<file path="config.mk">
export PLATFORM = sky130hd
export DESIGN_NAME = alu_exec
export DESIGN_NICKNAME = d
export VERILOG_FILES = /design/src/rtl/alu_exec.sv
export SDC_FILE = /design/constraint.sdc
export NUM_CORES = 1
export LEC_CHECK = 0
export BUFFER_PORTS_ARGS = -buffer_cell sky130_fd_sc_hd__buf_4
export CORE_MARGIN = 8
export CORE_UTILIZATION = 60
export DETAILED_ROUTE_END_ITERATION = 12
export PLACE_DENSITY = 0.91
export REMOVE_ABC_BUFFERS = 1
export SETUP_SLACK_MARGIN = 0.4
export SYNTH_ARGS = -nofsm -noshare
export SYNTH_HDL_FRONTEND = slang
export SYNTH_SLANG_ARGS = --single-unit
</file>
<file path="constraint.sdc">
create_clock -name clock -period 10.95 [get_ports clock]
set_input_delay 3.285 -clock clock [delete_from_list [all_inputs] [get_ports clock]]
set_output_delay 3.285 -clock clock [all_outputs]
set_load 0.01 [all_outputs]
</file>
<file path="src/rtl/alu_exec.sv">
// Execute-stage ALU: one-hot aluop decode, single-cycle ops,
// and an iterative radix-2 Booth multiplier for MUL/MULH.
module alu_exec #(
    parameter int XLEN      = 32,
    parameter int MUL_STEPS = 32
) (
    input  logic            clock,
    input  logic            nreset,
    input  logic [13:0]     aluop,
    input  logic [XLEN-1:0] a,
    input  logic [XLEN-1:0] b,
    input  logic            in_valid,
    output logic            in_ready,
    output logic            out_valid,
    output logic [XLEN-1:0] result,
    output logic            branch_taken
);

    localparam int CW = $clog2(MUL_STEPS);

    typedef enum logic {IDLE, MULT} state_e;

    state_e          state_q, state_d;
    logic [CW-1:0]   cnt_q, cnt_d;
    logic [XLEN:0]   acc_q, acc_d;
    logic [XLEN-1:0] mpl_q, mpl_d;
    logic [XLEN-1:0] mcand_q, mcand_d;
    logic            qm1_q, qm1_d;
    logic            mulh_q, mulh_d;
    logic            bpend_q, bpend_d;
    logic            out_valid_q, out_valid_d;
    logic [XLEN-1:0] result_q, result_d;
    logic            br_q, br_d;

    logic            accept;
    logic [XLEN-1:0] res_alu;
    logic            is_mul, is_mulh, br;
    logic [XLEN:0]   mc_ext, sum, acc_n;
    logic [XLEN-1:0] mpl_n;
    logic [2*XLEN-1:0] prod;

    assign in_ready     = (state_q == IDLE);
    assign accept       = in_valid & in_ready;
    assign out_valid    = out_valid_q;
    assign result       = result_q;
    assign branch_taken = br_q;

    // Arithmetic group; RBUS0 suppresses the group entirely
    always_comb begin
        res_alu = '0;
        is_mul  = 1'b0;
        is_mulh = 1'b0;
        if (!aluop[5]) begin
            priority case (1'b1)
                aluop[13]: res_alu = a + b;
                aluop[12]: res_alu = a << b[4:0];
                aluop[11]: res_alu = $signed(a) >>> b[4:0];
                aluop[10]: res_alu = a ^ b;
                aluop[9]:  res_alu = a & b;
                aluop[8]:  res_alu = a | b;
                aluop[7]:  is_mul  = 1'b1;
                aluop[6]: begin
                    is_mul  = 1'b1;
                    is_mulh = 1'b1;
                end
                default:   res_alu = '0;
            endcase
        end
    end

    always_comb begin
        br = 1'b0;
        if (!aluop[0]) begin
            priority case (1'b1)
                aluop[4]: br = (a == b);
                aluop[3]: br = (a != b);
                aluop[2]: br = ($signed(a) < $signed(b));
                aluop[1]: br = ($signed(a) >= $signed(b));
                default:  br = 1'b0;
            endcase
        end
    end

    // One Booth step: add/sub multiplicand, then arithmetic shift right
    always_comb begin
        mc_ext = {mcand_q[XLEN-1], mcand_q};
        case ({mpl_q[0], qm1_q})
            2'b01:   sum = acc_q + mc_ext;
            2'b10:   sum = acc_q - mc_ext;
            default: sum = acc_q;
        endcase
        acc_n = {sum[XLEN], sum[XLEN:1]};
        mpl_n = {sum[0], mpl_q[XLEN-1:1]};
        prod  = {acc_n[XLEN-1:0], mpl_n};
    end

    always_comb begin
        state_d     = state_q;
        cnt_d       = cnt_q;
        acc_d       = acc_q;
        mpl_d       = mpl_q;
        mcand_d     = mcand_q;
        qm1_d       = qm1_q;
        mulh_d      = mulh_q;
        bpend_d     = bpend_q;
        out_valid_d = 1'b0;
        result_d    = result_q;
        br_d        = br_q;
        case (state_q)
            IDLE: begin
                if (accept && is_mul) begin
                    state_d = MULT;
                    mcand_d = a;
                    mpl_d   = b;
                    acc_d   = '0;
                    qm1_d   = 1'b0;
                    cnt_d   = CW'(MUL_STEPS - 1);
                    mulh_d  = is_mulh;
                    bpend_d = br;
                end else if (accept) begin
                    result_d    = res_alu;
                    br_d        = br;
                    out_valid_d = 1'b1;
                end
            end
            MULT: begin
                acc_d = acc_n;
                mpl_d = mpl_n;
                qm1_d = mpl_q[0];
                cnt_d = cnt_q - 1'b1;
                if (cnt_q == '0) begin
                    state_d     = IDLE;
                    cnt_d       = '0;
                    result_d    = mulh_q ? prod[2*XLEN-1:XLEN]
                                         : prod[XLEN-1:0];
                    br_d        = bpend_q;
                    out_valid_d = 1'b1;
                end
            end
            default: state_d = IDLE;
        endcase
    end

    always_ff @(posedge clock) begin
        if (!nreset) begin
            state_q     <= IDLE;
            cnt_q       <= '0;
            acc_q       <= '0;
            mpl_q       <= '0;
            mcand_q     <= '0;
            qm1_q       <= 1'b0;
            mulh_q      <= 1'b0;
            bpend_q     <= 1'b0;
            out_valid_q <= 1'b0;
            result_q    <= '0;
            br_q        <= 1'b0;
        end else begin
            state_q     <= state_d;
            cnt_q       <= cnt_d;
            acc_q       <= acc_d;
            mpl_q       <= mpl_d;
            mcand_q     <= mcand_d;
            qm1_q       <= qm1_d;
            mulh_q      <= mulh_d;
            bpend_q     <= bpend_d;
            out_valid_q <= out_valid_d;
            result_q    <= result_d;
            br_q        <= br_d;
        end
    end

endmodule

</file>
==> run_results.csv <==
group,metric,value,unit
status,status,"finished clean",
synthesis,ys_top_cells_by_area,"dfxtp_1 17%, ha_1 10%, mux4_2 10%, a21oi_1 9.8%, nand2_1 6.5%",
sta,rsz0062_at_grt,"no",
floorplan,die_area,0.0323,mm^2
cts,post-cts-setup-buffer-count,0,
cts,cts-resized-gates,0,
synthesis,async_flop_share,0,%
min_path,hold_depth,2,
routing,drtPass1Iterations,6,
sta,slew_viol_final,0,
global_route,grt_pass1_wl,95.0,mm
routing,drt-initial-drc-count,2519,
cts,ctsHoldBuffers,0,
min_path,hold_path_class,"reg -> reg",
sta,worst_clock_skew,0.0119,ns
floorplan,start_util,60.4,%
synthesis,synth_most_common_cell,"a21oi_1",
sta,maxSlewHeadroom,12.2,%
synthesis,synth-compound-area-share,27.0,%
global_route,antenna_found_initial,1,
final_layout,diodes,0,
pwr,powerDensity,98.7,mW/mm^2
min_path,min_from,"bpend_q$_SDFFE_PN0P_",
critical_path,crit-reg2reg-launch,"mcand_q[2]$_SDFFE_PN0P_",
critical_path,reg2regPathDepth,18,
pwr,swShare,35.9,%
placed_design,place.gp.congestion,1.02,
critical_path,rr_endpoint,"result[28]$_SDFFE_PN0P_",
routing,wire_per_inst,24.1,um
synthesis,syn_avg_cell_area,7.21,um^2
cts,cts_inserted_buffers,17,
routing,drcViolationCount,0,
routing,vias,17900,
global_route,grt_use_total,36.3,%
sta,tightest_slew,1.32,ns
critical_path,critical_path_required,11.28,ns
placed_design,dp_slack,3.37,ns
final_layout,drive_gt1_share,12.0,%
synthesis,synth_edf_count,0,
synthesis,synthXorXnorAreaFrac,4.30,%
pwr,power_frac_seq,30.5,%
critical_path,start_kind,"input pin",
cts,tritoncts,"yes",
pwr,intPower,0.00110,W
global_route,grt_max_degree,96,
floorplan,io_pins,116,
floorplan,chipWidth,180,um
pwr,p_sw,0.000617,W
synthesis,synth_area_leader_cell,"dfxtp_1",
cts,path_clk_slew,0.06,ns
sta,hold_viol,0,
routing,vias_per_cell,6.97,
pwr,p_leak,7.04,nW
critical_path,worstSetupPathType,"in -> reg",
synthesis,ys.flop_type,"dfxtp_1",
global_route,grt_pass1_vias,17100,
synthesis,synth_warnings,0,
critical_path,r2r_setup_slack,5.14,ns
cts,cts_buffer_depth,2,
cts,ctsRootBufferMaster,"clkbuf_16",
synthesis,synth_mux_area_share,13.6,%
sta,fin_ws,3.70,ns
synthesis,synthDistinctLibCells,76,
routing,drt_wl_total,61.7,mm
cts,htreeDepth,4,
floorplan,die_h,180,um
final_layout,area_delta_synth_final,8.20,%
sta,setup_viol,0,
min_path,holdPathEnd,"bpend_q$_SDFFE_PN0P_",
critical_path,end_kind,"register",
cts,clk_latency,0.44,ns
critical_path,critical_path_arrival,7.58,ns
pwr,pwr-share-clk,35.0,%
global_route,overflow,0,
synthesis,synth_seq_cells,139,
cts,cts_num_sinks,139,
final_layout,fin_util,65.3,%
synthesis,synthTopCellsByCount,"316 x a21oi_1, 280 x nand2_1, 275 x nor2_1",
placed_design,place_hpwl,44.7,mm
synthesis,synth_top_family_by_area,"compound AO/OA/AOI/OAI gates",
synthesis,seq_area_frac_synth,17.3,%
routing,antenna_left,0,
final_layout,finalNetCount,2426,
sta,finalSetupTns,0,ns
sta,fmax,0.138,GHz
placed_design,io_buffers,115,
pwr,power_frac_comb,34.5,%
sta,min_period_over_period,66.2,%
synthesis,synthAdderAreaFrac,10.5,%
pwr,p_total,0.00172,W
critical_path,cp_max_fo,59,
synthesis,synth_simple_gate_area_share,20.3,%
sta,period_needed,7.25,ns
floorplan,fp-row-count,60,
synthesis,syn_area,0.0161,mm^2
synthesis,synth.top_cell.area_share,17.3,%
synthesis,synth_cells,2232,
floorplan,core_region_area,0.0267,mm^2
pwr,vdd_drop_max,0.0997,mV
run,drv_cap,0,
-- worst max-delay path by stage --
stage	start	end	slack, ns	cells after the start
after CTS	b[4]	result[29]$_SDFFE_PN0P_	3.81	13
after global routing	b[4]	result[30]$_SDFFE_PN0P_	3.47	13
after detailed placement	b[4]	result[29]$_SDFFE_PN0P_	3.37	13
after floorplan	b[2]	result[30]$_SDFFE_PN0P_	3.67	12
final	b[4]	result[29]$_SDFFE_PN0P_	3.70	13
after global placement	b[4]	result[29]$_SDFFE_PN0P_	3.50	13
-- worst max-delay path, stage by stage --
cell,delay [ns]
buf_4,0.49
clkinv_1,0.89
ha_1,0.70
a21oi_1,0.23
o211ai_1,0.10
o31a_1,0.34
a21boi_2,0.19
o21ai_2,0.12
a311o_2,0.46
o31ai_4,0.19
xnor2_1,0.15
a21oi_1,0.09
a211o_1,0.31
-- layout make-up --
type	instances	area, um^2
Timing Repair Buffer	131	983
Sequential cell	139	2790
Inverter	113	424
Multi-Input combinational cell	1809	12200
Clock buffer	19	433
Fill cell	2302	9240
Tap cell	341	427
Clock inverter	13	168
-- metrics by stage --
| stage | cells | cell area [um^2] | hold slack [ns] |
|---|---|---|---|
| floorplan | 2061 | 15400 | 0.432 |
| global placement | 2533 | 16800 | 0.446 |
| detailed placement | 2533 | 16800 | 0.448 |
| CTS | 2565 | 17400 | 0.456 |
| global route | 2565 | 17400 | 0.489 |
| finish | 2565 | 17400 | 0.459 |
-- registers in the layout, indices dropped and copies added, names as in the netlist --
| name | flops |
|---|---|
| cnt_q | 5 |
| bpend_q | 1 |
| out_valid | 1 |
| mcand_q | 32 |
| result | 32 |
| acc_q | 32 |
| state_q | 1 |
| branch_taken | 1 |
| qm1_q | 1 |
| mulh_q | 1 |
| mpl_q | 32 |
-- power groups by stage --
stage | clock network [W] | registers [W] | logic, W
floorplan | 0 | 0.000535 | 0.000352
global route | 0.000622 | 0.000524 | 0.000630
detailed placement | 0 | 0.000534 | 0.000570
global placement | 0 | 0.000534 | 0.000563
finish | 0.000602 | 0.000524 | 0.000593
CTS | 0.000600 | 0.000523 | 0.000574
-- layer usage --
| layer | GRT usage, % | share of wire, % |
|---|---|---|
| met3 | 8.02 | 12 |
| met1 | 45.0 | 38 |
| met2 | 57.6 | 45 |
| met5 | 0 | 0.019 |
| met4 | 21.0 | 6.3 |
-- kinds of logic (layout without fill, tap and decap cells) --
group / after synthesis / after routing
AO/OA/AOI/OAI: 719 / 719
buffers and inverters: 284 / 276
flip-flops: 139 / 139
multiplexers: 127 / 127
adder cells (fa/ha/maj): 134 / 134
AND/OR/NAND/NOR: 750 / 750
XOR/XNOR: 79 / 79
-- layout by cell type (no fill, tap or decap), drive strengths merged, types with 39 or more instances in the layout --
| cell type | count |
|---|---|
| nand3 | 39 |
| o21ai | 152 |
| a21oi | 316 |
| dfxtp | 139 |
| ha | 132 |
| nor2 | 275 |
| mux4 | 72 |
| inv | 114 |
| mux2i | 45 |
| xnor2 | 59 |
| nand2 | 280 |
| buf | 131 |
No activity file was read; power rests on OpenSTA's default activity.
